--- config.mk ---
export PLATFORM = sky130hd
export DESIGN_NAME = ibexc_data_tag_bridge
export DESIGN_NICKNAME = d
export VERILOG_FILES = /design/src/rtl/ibexc_data_tag_bridge.sv
export SDC_FILE = /design/constraint.sdc
export NUM_CORES = 2
export LEC_CHECK = 0
export CELL_PAD_IN_SITES_DETAIL_PLACEMENT = 0
export CELL_PAD_IN_SITES_GLOBAL_PLACEMENT = 1
export CORE_AREA = 10 10 673 510
export CTS_CLUSTER_SIZE = 8
export DETAILED_ROUTE_END_ITERATION = 10
export DIE_AREA = 0 0 683 520
export PLACE_DENSITY = 0.61
export SKIP_CTS_REPAIR_TIMING = 1
export SLEW_MARGIN = 10
export SYNTH_ARGS = -nofsm -noshare
export SYNTH_HDL_FRONTEND = slang
export SYNTH_SLANG_ARGS = --single-unit
--- constraint.sdc ---
create_clock -name clk_i -period 7.1 [get_ports clk_i]
set_input_delay 1.065 -clock clk_i [delete_from_list [all_inputs] [get_ports clk_i]]
set_output_delay 1.065 -clock clk_i [all_outputs]
set_load 0.02 [all_outputs]
--- src/rtl/ibexc_data_tag_bridge.sv ---
// ibexc_data_tag_bridge
//
// Sits between the Ibex data port and a plain 32-bit bus and adds a 1-bit
// capability tag for every 8-byte granule of a tagged memory region. Requests
// pass straight through to the bus with no added latency. Each granted request
// is recorded in a small in-order FIFO. When its response comes back, the
// recorded entry decides the outcome:
//   - capability loads get the stored tag attached as bit 32 of the read data;
//   - writes update the tag (cap stores write the tag bit, ordinary stores
//     clear it).
//
// Ports
//   clk_i, rst_ni        clock, asynchronous active-low reset
//   core_req_i/gnt_o     core request handshake (gated while the FIFO is full)
//   core_we_i/be_i       write enable / byte enables
//   core_addr_i          byte address
//   core_wdata_i         {tag, data} write data
//   core_is_cap_i        access is a capability access
//   core_rvalid_o        response valid (same cycle as bus_rvalid_i)
//   core_rdata_o         {tag, data} read data
//   core_err_o           response error
//   bus_*                pass-through to the untagged memory bus
//   protocol_err_o       sticky flag, set by a response with nothing outstanding

module ibexc_data_tag_bridge #(
    parameter logic [31:0] TagBase        = 32'h2001_0000,
    parameter int          NumGranules    = 2048,
    parameter int          MaxOutstanding = 2
) (
    input  logic        clk_i,
    input  logic        rst_ni,

    input  logic        core_req_i,
    output logic        core_gnt_o,
    output logic        core_rvalid_o,
    input  logic        core_we_i,
    input  logic [3:0]  core_be_i,
    input  logic [31:0] core_addr_i,
    input  logic [32:0] core_wdata_i,
    input  logic        core_is_cap_i,
    output logic [32:0] core_rdata_o,
    output logic        core_err_o,

    output logic        bus_req_o,
    input  logic        bus_gnt_i,
    input  logic        bus_rvalid_i,
    output logic        bus_we_o,
    output logic [3:0]  bus_be_o,
    output logic [31:0] bus_addr_o,
    output logic [31:0] bus_wdata_o,
    input  logic [31:0] bus_rdata_i,
    input  logic        bus_err_i,

    output logic        protocol_err_o
);

    localparam int IdxW = $clog2(NumGranules);
    localparam int PtrW = (MaxOutstanding > 1) ? $clog2(MaxOutstanding) : 1;
    localparam int CntW = $clog2(MaxOutstanding + 1);
    localparam logic [32:0] RegionBytes = 33'(NumGranules) * 33'd8;

    typedef struct packed {
        logic            we;
        logic            is_cap;
        logic            in_region;
        logic [IdxW-1:0] idx;
        logic            wtag;
    } entry_t;

    entry_t            fifo_q [MaxOutstanding];
    logic [PtrW-1:0]   rd_ptr_q;
    logic [PtrW-1:0]   wr_ptr_q;
    logic [CntW-1:0]   count_q;
    logic [NumGranules-1:0] tags_q;
    logic              protocol_err_q;

    logic        full;
    logic        empty;
    logic        push;
    logic        pop;
    logic [31:0] offset;
    logic        in_region;
    entry_t      new_entry;
    entry_t      head;
    logic        head_tag;

    function automatic logic [PtrW-1:0] ptr_next(input logic [PtrW-1:0] p);
        return (p == PtrW'(MaxOutstanding - 1)) ? '0 : p + 1'b1;
    endfunction

    // Occupancy is registered only: a response popping this cycle does not
    // free a slot until the next cycle, keeping req/gnt off the response path.
    assign full  = (count_q == CntW'(MaxOutstanding));
    assign empty = (count_q == '0);

    assign bus_req_o   = core_req_i & ~full;
    assign core_gnt_o  = bus_gnt_i & ~full;
    assign bus_we_o    = core_we_i;
    assign bus_be_o    = core_be_i;
    assign bus_addr_o  = core_addr_i;
    assign bus_wdata_o = core_wdata_i[31:0];

    // Unsigned wrap makes addresses below TagBase land far out of range.
    assign offset    = core_addr_i - TagBase;
    assign in_region = ({1'b0, offset} < RegionBytes);

    always_comb begin
        new_entry           = '0;
        new_entry.we        = core_we_i;
        new_entry.is_cap    = core_is_cap_i;
        new_entry.in_region = in_region;
        new_entry.idx       = offset[IdxW+2:3];
        new_entry.wtag      = core_wdata_i[32];
    end

    assign push     = core_gnt_o;
    assign pop      = bus_rvalid_i & ~empty;
    assign head     = fifo_q[rd_ptr_q];
    assign head_tag = tags_q[head.idx];

    assign core_rvalid_o     = pop;
    assign core_err_o        = pop & bus_err_i;
    assign core_rdata_o[31:0] = rst_ni ? bus_rdata_i : 32'h0;
    assign core_rdata_o[32]  = pop & ~head.we & head.is_cap & head.in_region
                               & ~bus_err_i & head_tag;
    assign protocol_err_o    = protocol_err_q;

    always_ff @(posedge clk_i) begin
        if (push) begin
            fifo_q[wr_ptr_q] <= new_entry;
        end
    end

    always_ff @(posedge clk_i or negedge rst_ni) begin
        if (!rst_ni) begin
            rd_ptr_q       <= '0;
            wr_ptr_q       <= '0;
            count_q        <= '0;
            tags_q         <= '0;
            protocol_err_q <= 1'b0;
        end else begin
            if (push) begin
                wr_ptr_q <= ptr_next(wr_ptr_q);
            end
            if (pop) begin
                rd_ptr_q <= ptr_next(rd_ptr_q);
            end
            case ({push, pop})
                2'b10:   count_q <= count_q + 1'b1;
                2'b01:   count_q <= count_q - 1'b1;
                default: count_q <= count_q;
            endcase

            // Tag write happens at the response edge, so any later response
            // (including one granted in this same cycle) sees the new value.
            if (pop && head.we && head.in_region && !bus_err_i) begin
                tags_q[head.idx] <= head.is_cap ? head.wtag : 1'b0;
            end

            if (bus_rvalid_i && empty) begin
                protocol_err_q <= 1'b1;
            end
        end
    end

endmodule

==> metrics <==
outcome finished with violations; failing checks setup timing; Layout Utilization 33.9%; Fin Clk Skew about 0.052 ns; # port buffers 137; GPL Wtd Cong 0.810; ratio of total power to cell area 313 nW/um2; minimum clock period 7.13 ns; leakage approximately 46 nW; TritonCTS clock tree built; Syn. warnings 0; number of synthesized flops with an enable pin 30; fillers about 33000; PnR Total Power between 30 and 40 mW; Final Non-Filler Cells 13500; DR iter-0 viols 12200; Synth top area share 52.2%; Final WS setup -0.0290 ns; Post-synth top flop dfrtp_1; Synth cell types 65; Worst-Margin Slew 1.35 ns; Area growth syn-to-layout 13.6%; layout cell share with drive strength beyond 1 12.6%; Net Sw Frac between 30% and 40%; CP max-delay cell nor4_4; CP Class register to output pin; largest net degree at the start of global routing 210; worst-path maximum fanout 27; DR WL/cell 28.7 um; CP dominant cell by count buf_4; clock power share 36.9%; family with the most delay on the worst path simple AND/OR/NAND/NOR gates; Setup crit end kind output pin; vias in the first global route around 77000; clock slew at reported path FFs 0.06 ns; Placed Cells 13100; Post-DP HPWL 210000 um; CP startpoint kind register; TritonRoute pass-1 iters 8; Post-synth top cells a21oi_1 (2081), a31oi_1 (2056), dfrtp_1 (2053); Peak VDD IR between 200 and 300 uV; hold crit path type input port to async pin; I/O pin cnt 216; die outline width just under 700 um; R2R Path Start rd_ptr_q$_DFFE_PN0P_; GRT Overall Usage around a fifth; fmax 140 MHz; Hold WS 0.0932 ns; count leader, synth a21oi_1; root buf cell clkbuf_16; max-cap violation count 0; worst path arrival time 6.06 ns; clock buffer depth 4; fin crit share 100%; Slew headroom 9.85%; die area 355000 um2; Worst R2R End tags_q[1287]$_DFFE_PN0P_; Worst path max stage delay 0.64 ns; cell row count 183; Initial Utilization 29.8%; htree depth 5; Nets 9140; Gate power share 28.2%; FF-to-FF path depth 7; Sequential Power Share 34.9%; worst reg2reg setup slack approximately 2.1 ns; Worst Path Buf+Inv 6; total gr overflow 0; critical path, cell by cell buf_4 > mux2_8 > buf_12 > buf_4 > buf_4 > mux4_2 > o22ai_1 > nor4_2 > o221ai_1 > nor4_1 > o2111ai_2 > nor4_4 > buf_4 > buf_12; Fin Setup TNS -0.0290 ns; drt drc 0; Net Sw Power 12.7 mW; internal power between 20 and 25 mW; vias post-DR 82200; DIE HEIGHT roughly 520 um; final slew viol count 0; post-synthesis sequential area ratio between 50 and 60%; clock net sink count 2083; Post-Syn Area 98500 um2; core area 330000 um2; Worst-Skew Late Latency 0.85 ns; post-route ant nets 0; initial antenna violation count 17; first-pass GRT wire length 556000 um; Final setup viols 1; Cells after Synth 9555; Hold Vio Cnt, Final 0; number of buffers created by CTS ~300; Seq cells post-synth 2083; fraction of registers with async set/reset a little over nine tenths; Req. time, crit path 6.03 ns; Syn Nets between 9000 and 10000; area leader, netlist dfrtp_1; DR vias/cell a little over 6; Synth Area per Inst 10.3 um2; final wirelength slightly below 400000 um; synth top area cells dfrtp_1 (52%), a31oi_1 (13%), a21oi_1 (11%)
-- through the flow --
stage,area (um2),worst slack (ns)
floorplan,98500,3.05
global placement,103000,-1.09
detailed placement,103000,-0.364
CTS,111000,-1.29
global route,112000,-0.0157
finish,112000,-0.0290
-- worst max-delay path by stage --
stage / from / depth (start not counted) / slack (ns) / to
6_report: rd_ptr_q$_DFFE_PN0P_ / 14 / -0.03 / core_rdata_o[32]
3_5_place_dp: rd_ptr_q$_DFFE_PN0P_ / 13 / -0.36 / core_rdata_o[32]
3_3_place_gp: rd_ptr_q$_DFFE_PN0P_ / 12 / -1.09 / core_rdata_o[32]
2_1_floorplan: rd_ptr_q$_DFFE_PN0P_ / 10 / 3.05 / core_rdata_o[32]
4_1_cts: rd_ptr_q$_DFFE_PN0P_ / 13 / -1.29 / core_rdata_o[32]
5_1_grt: rd_ptr_q$_DFFE_PN0P_ / 14 / -0.02 / core_rdata_o[32]
-- cell families after synthesis --
family | count (synthesis) | share of synthesized area (%)
muxes | 483 | 8.27
adders and majority gates | 1 | 0.0127
AOI/OAI and AO/OA | 4530 | 26.7
xor gates and xnor gates | 5 | 0.0445
and+or+nand+nor | 1066 | 4.87
buffers and inverters | 1387 | 7.00
DFF | 2083 | 53.1
-- worst register-to-register path, stage by stage (launching register included) --
cell and delay (ns):
dfrtp_4 0.58, buf_6 0.23, o32ai_2 1.09, nand2_1 1.09
nor2_4 1.23, buf_4 0.43, a21oi_1 0.10, a31oi_1 0.19
-- sequential cells by signal, summed over array words and instances (netlist names) --
signal	cells
fifo_q	30
rd_ptr_q	1
tags_q	2048
wr_ptr_q	1
protocol_err_o	1
count_q	2
-- power groups by stage --
stage / Clock [mW] / Sequential [mW] / Combinational (mW)
after detailed placement: 0 / 12.4 / 9.25
after global placement: 0 / 12.4 / 9.19
after global routing: 13.7 / 12.2 / 10.2
after floorplan: 0 / 12.4 / 5.66
after CTS: 13.1 / 12.2 / 9.26
final: 12.9 / 12.2 / 9.87
-- layout make-up --
cell class,instances,area [um2],area share [%]
sequential,2083,52300,46.7
clock inverter,10,91.3,0.0817
inverter,19,71.3,0.0638
timing repair buffer,531,5620,5.03
tap,4440,5560,4.97
clock buffer,322,7810,6.99
multi-input combinational,6093,40400,36.1
antenna,1,2.50,0.00224
-- per-layer routing --
| layer | part of all wire, % | track usage, % | wire (um) | vias up |
|---|---|---|---|---|
| met3 | 9.3 | 4.23 | 36100 | 629 |
| met1 | 45 | 30.7 | 175000 | 41800 |
| met5 | 0.0034 | 0 | 13 | - |
| met2 | 42 | 29.5 | 164000 | 4348 |
| met4 | 3.1 | 6.23 | 12200 | 2 |
| li1 | - | - | - | 35400 |
-- placed cells by master (no fill, tap or decap), types with 11 or more instances in the layout --
cell / instances
a21oi_4: 17
o22ai_1: 128
inv_1: 19
a211oi_1: 12
nor3_1: 16
buf_4: 292
mux2i_1: 216
nand3_1: 109
a32oi_1: 182
clkdlybuf4s50_1: 135
nand2_1: 615
o21ai_0: 19
mux4_2: 253
edfxtp_1: 30
nor4_1: 29
nor2_4: 96
buf_12: 97
and2_1: 38
a31oi_1: 2055
clkbuf_1: 11
a21oi_1: 2065
nor2_1: 34
dfrtp_1: 2052
clkbuf_16: 310
nand4_1: 76
Note: power is estimated with default switching activity, not from simulation.
==> edit (same settings) <==
Set the parameter `MaxOutstanding` to 1 (it was 2).
--- a/src/rtl/ibexc_data_tag_bridge.sv
+++ b/src/rtl/ibexc_data_tag_bridge.sv
@@ -27,3 +27,3 @@
     parameter int          NumGranules    = 2048,
-    parameter int          MaxOutstanding = 2
+    parameter int          MaxOutstanding = 1
 ) (
Function: not settled (the Yosys comparison gave no result); the edit may change what the design does.
==> edit against the original RTL <==
Clock skew rose by 0.0099 ns; global-route usage decreased by 0.24 points; fmax up 1.5%; routed wire length down 2.4%; setup slack improved by 0.11 ns; synthesized cell count down 0.65%; sequential cell count fell by 18; sequential share of layout area shrank 0.36 points; area after synthesis grew 1.1%; cell area is 0.25% lower; critical path type unchanged.
Power is not compared: it rests on default switching activity, and its combinational part moved more than twofold at a synthesized area within 25%.
==> edit: results (changes against the original RTL) <==
[finish]
clkbuf_count=321  ; was 322
clockNetworkAreaShare_pct=7.15  ; was 7.07%
diodes=7  ; was 1
area_growth_pct=12.1  ; was 13.6%
inverters=2  ; was 19
largest_registers=tags_q (2048), fifo_q (15)  ; was tags_q (2048), fifo_q (30), count_q (2)
drive_above_1_share_pct=8.29  ; was 12.6%
nNetsFinal=8901  ; was 9140
multi_input_area_share_pct=37.9  ; was 36.1%
buffer_area_share_pct=3.52  ; was 5.03%
n_all_buffers=371  ; was 531
nFillCells=32900  ; was 33000
num-multi-input-gates=6052  ; was 6093

[global_routing]
grt_usage_pct=20.3  ; was 20.5%
grt_pass1_wl_mm=544  ; was 556 mm
grt_max_degree=212  ; was 210
grt_pass1_vias=74500  ; was 76900
antenna_found_initial=12  ; was 17

[worst_setup_path]
cp_data_arrival_time_ns=5.96  ; was 6.06 ns
cpPeakStageDelay_ns=1.17  ; was 0.64 ns
crit_family=compound AO/OA/AOI/OAI gates  ; was simple AND/OR/NAND/NOR gates
r2r-start=fifo_q[0][1]  ; was rd_ptr_q
cp-startpoint=fifo_q[0][2]  ; was rd_ptr_q
r2r_setup_slack_ns=2.46  ; was 2.08 ns
critPathMaxFanout=19  ; was 27
slowest_stage=or4b_2  ; was nor4_4
r2r_end=tags_q[723]  ; was tags_q[1287]

[synthesis]
ys_top_cells_by_area=dfrtp_1 52%, o31ai_1 15%, o21ai_0 10%  ; was dfrtp_1 52%, a31oi_1 13%, a21oi_1 11%
yosys_warnings=0  ; unchanged
netlist_top_cells_count=2050 x dfrtp_1, 2049 x o21ai_0, 2049 x o31ai_1, 952 x mux2i_1, 909 x clkbuf_1  ; was 2081 x a21oi_1, 2056 x a31oi_1, 2053 x dfrtp_1, 651 x clkbuf_1, 621 x nand2_1
synth_edf_count=15  ; was 30
ys_seq_area_share_pct=52.0  ; was 53.1%
async_reset_ff_share_pct=99.3  ; was 98.6%

[detailed_routing]
num_vias=79600  ; was 82200
drtPass1Iterations=7  ; was 8
drt-initial-drc-count=9284  ; was 12200
via_per_inst=6.00  ; was 6.09

[worst_hold_path]
min_path_type=input port to asynchronous set/reset pin  ; unchanged

[place]
port_buffers=137  ; unchanged
dpl.hpwl_mm=205  ; was 210 mm
numPlacedInstances=12900  ; was 13100
dp_slack_ns=0.888  ; was -0.364 ns
gp_congestion=0.804  ; was 0.810

[clock_tree]
clk_latency_ns=0.87  ; was 0.85 ns
cts.sinks=2065  ; was 2083
numCtsBuffers=300  ; was 302

[power]
p_comb_share_pct=5.3
p_leak_nw=46.1
clkPwrFrac_pct=49.5

[timing]
holdWs_ns=0.154  ; was 0.0932 ns
worst_slack_ns=0.0763  ; was -0.0290 ns
tightest_slew_ns=1.45  ; was 1.35 ns
worst_clock_skew_ns=0.0618  ; was 0.0519 ns

[run_status]
status=finished, final reports clean  ; was complete, but fails checks

[edit: cell count changes in the layout (fill, tap and decap cells not counted), moves of 95 or more]
cell and change:
o31ai_1 +2047, a21oi_1 -2045, nand2_1 -551, buf_4 -121
a31oi_1 -2023, o22ai_1 +342, nor2_4 -95, mux4_2 -217
o21ai_0 +2030, mux2i_1 +736, a32oi_1 -182
[edit: routing by layer]
layer  share of wire [%]  routed length (um)  track usage, %  up-vias
met2                  42              159000            29.1     3336
met1                  47              179000            30.8    40800
li1                    -                   -               -    34900
met3                 7.9               30000            3.55      615
met4                 2.9               11000            5.91        0
met5                   0                   0               0        -
[edit: cell families (layout without fill, tap and decap cells)]
| logic type | after synthesis | count (layout) | share of synthesized area (%) |
|---|---|---|---|
| DFF | 2065 | 2065 | 52.0 |
| AOI/OAI and AO/OA | 4637 | 4637 | 29.2 |
| other | 0 | 7 | 0 |
| buffers and inverters | 1380 | 708 | 6.15 |
| muxes | 988 | 988 | 10.4 |
| and+or+nand+nor | 423 | 427 | 2.29 |
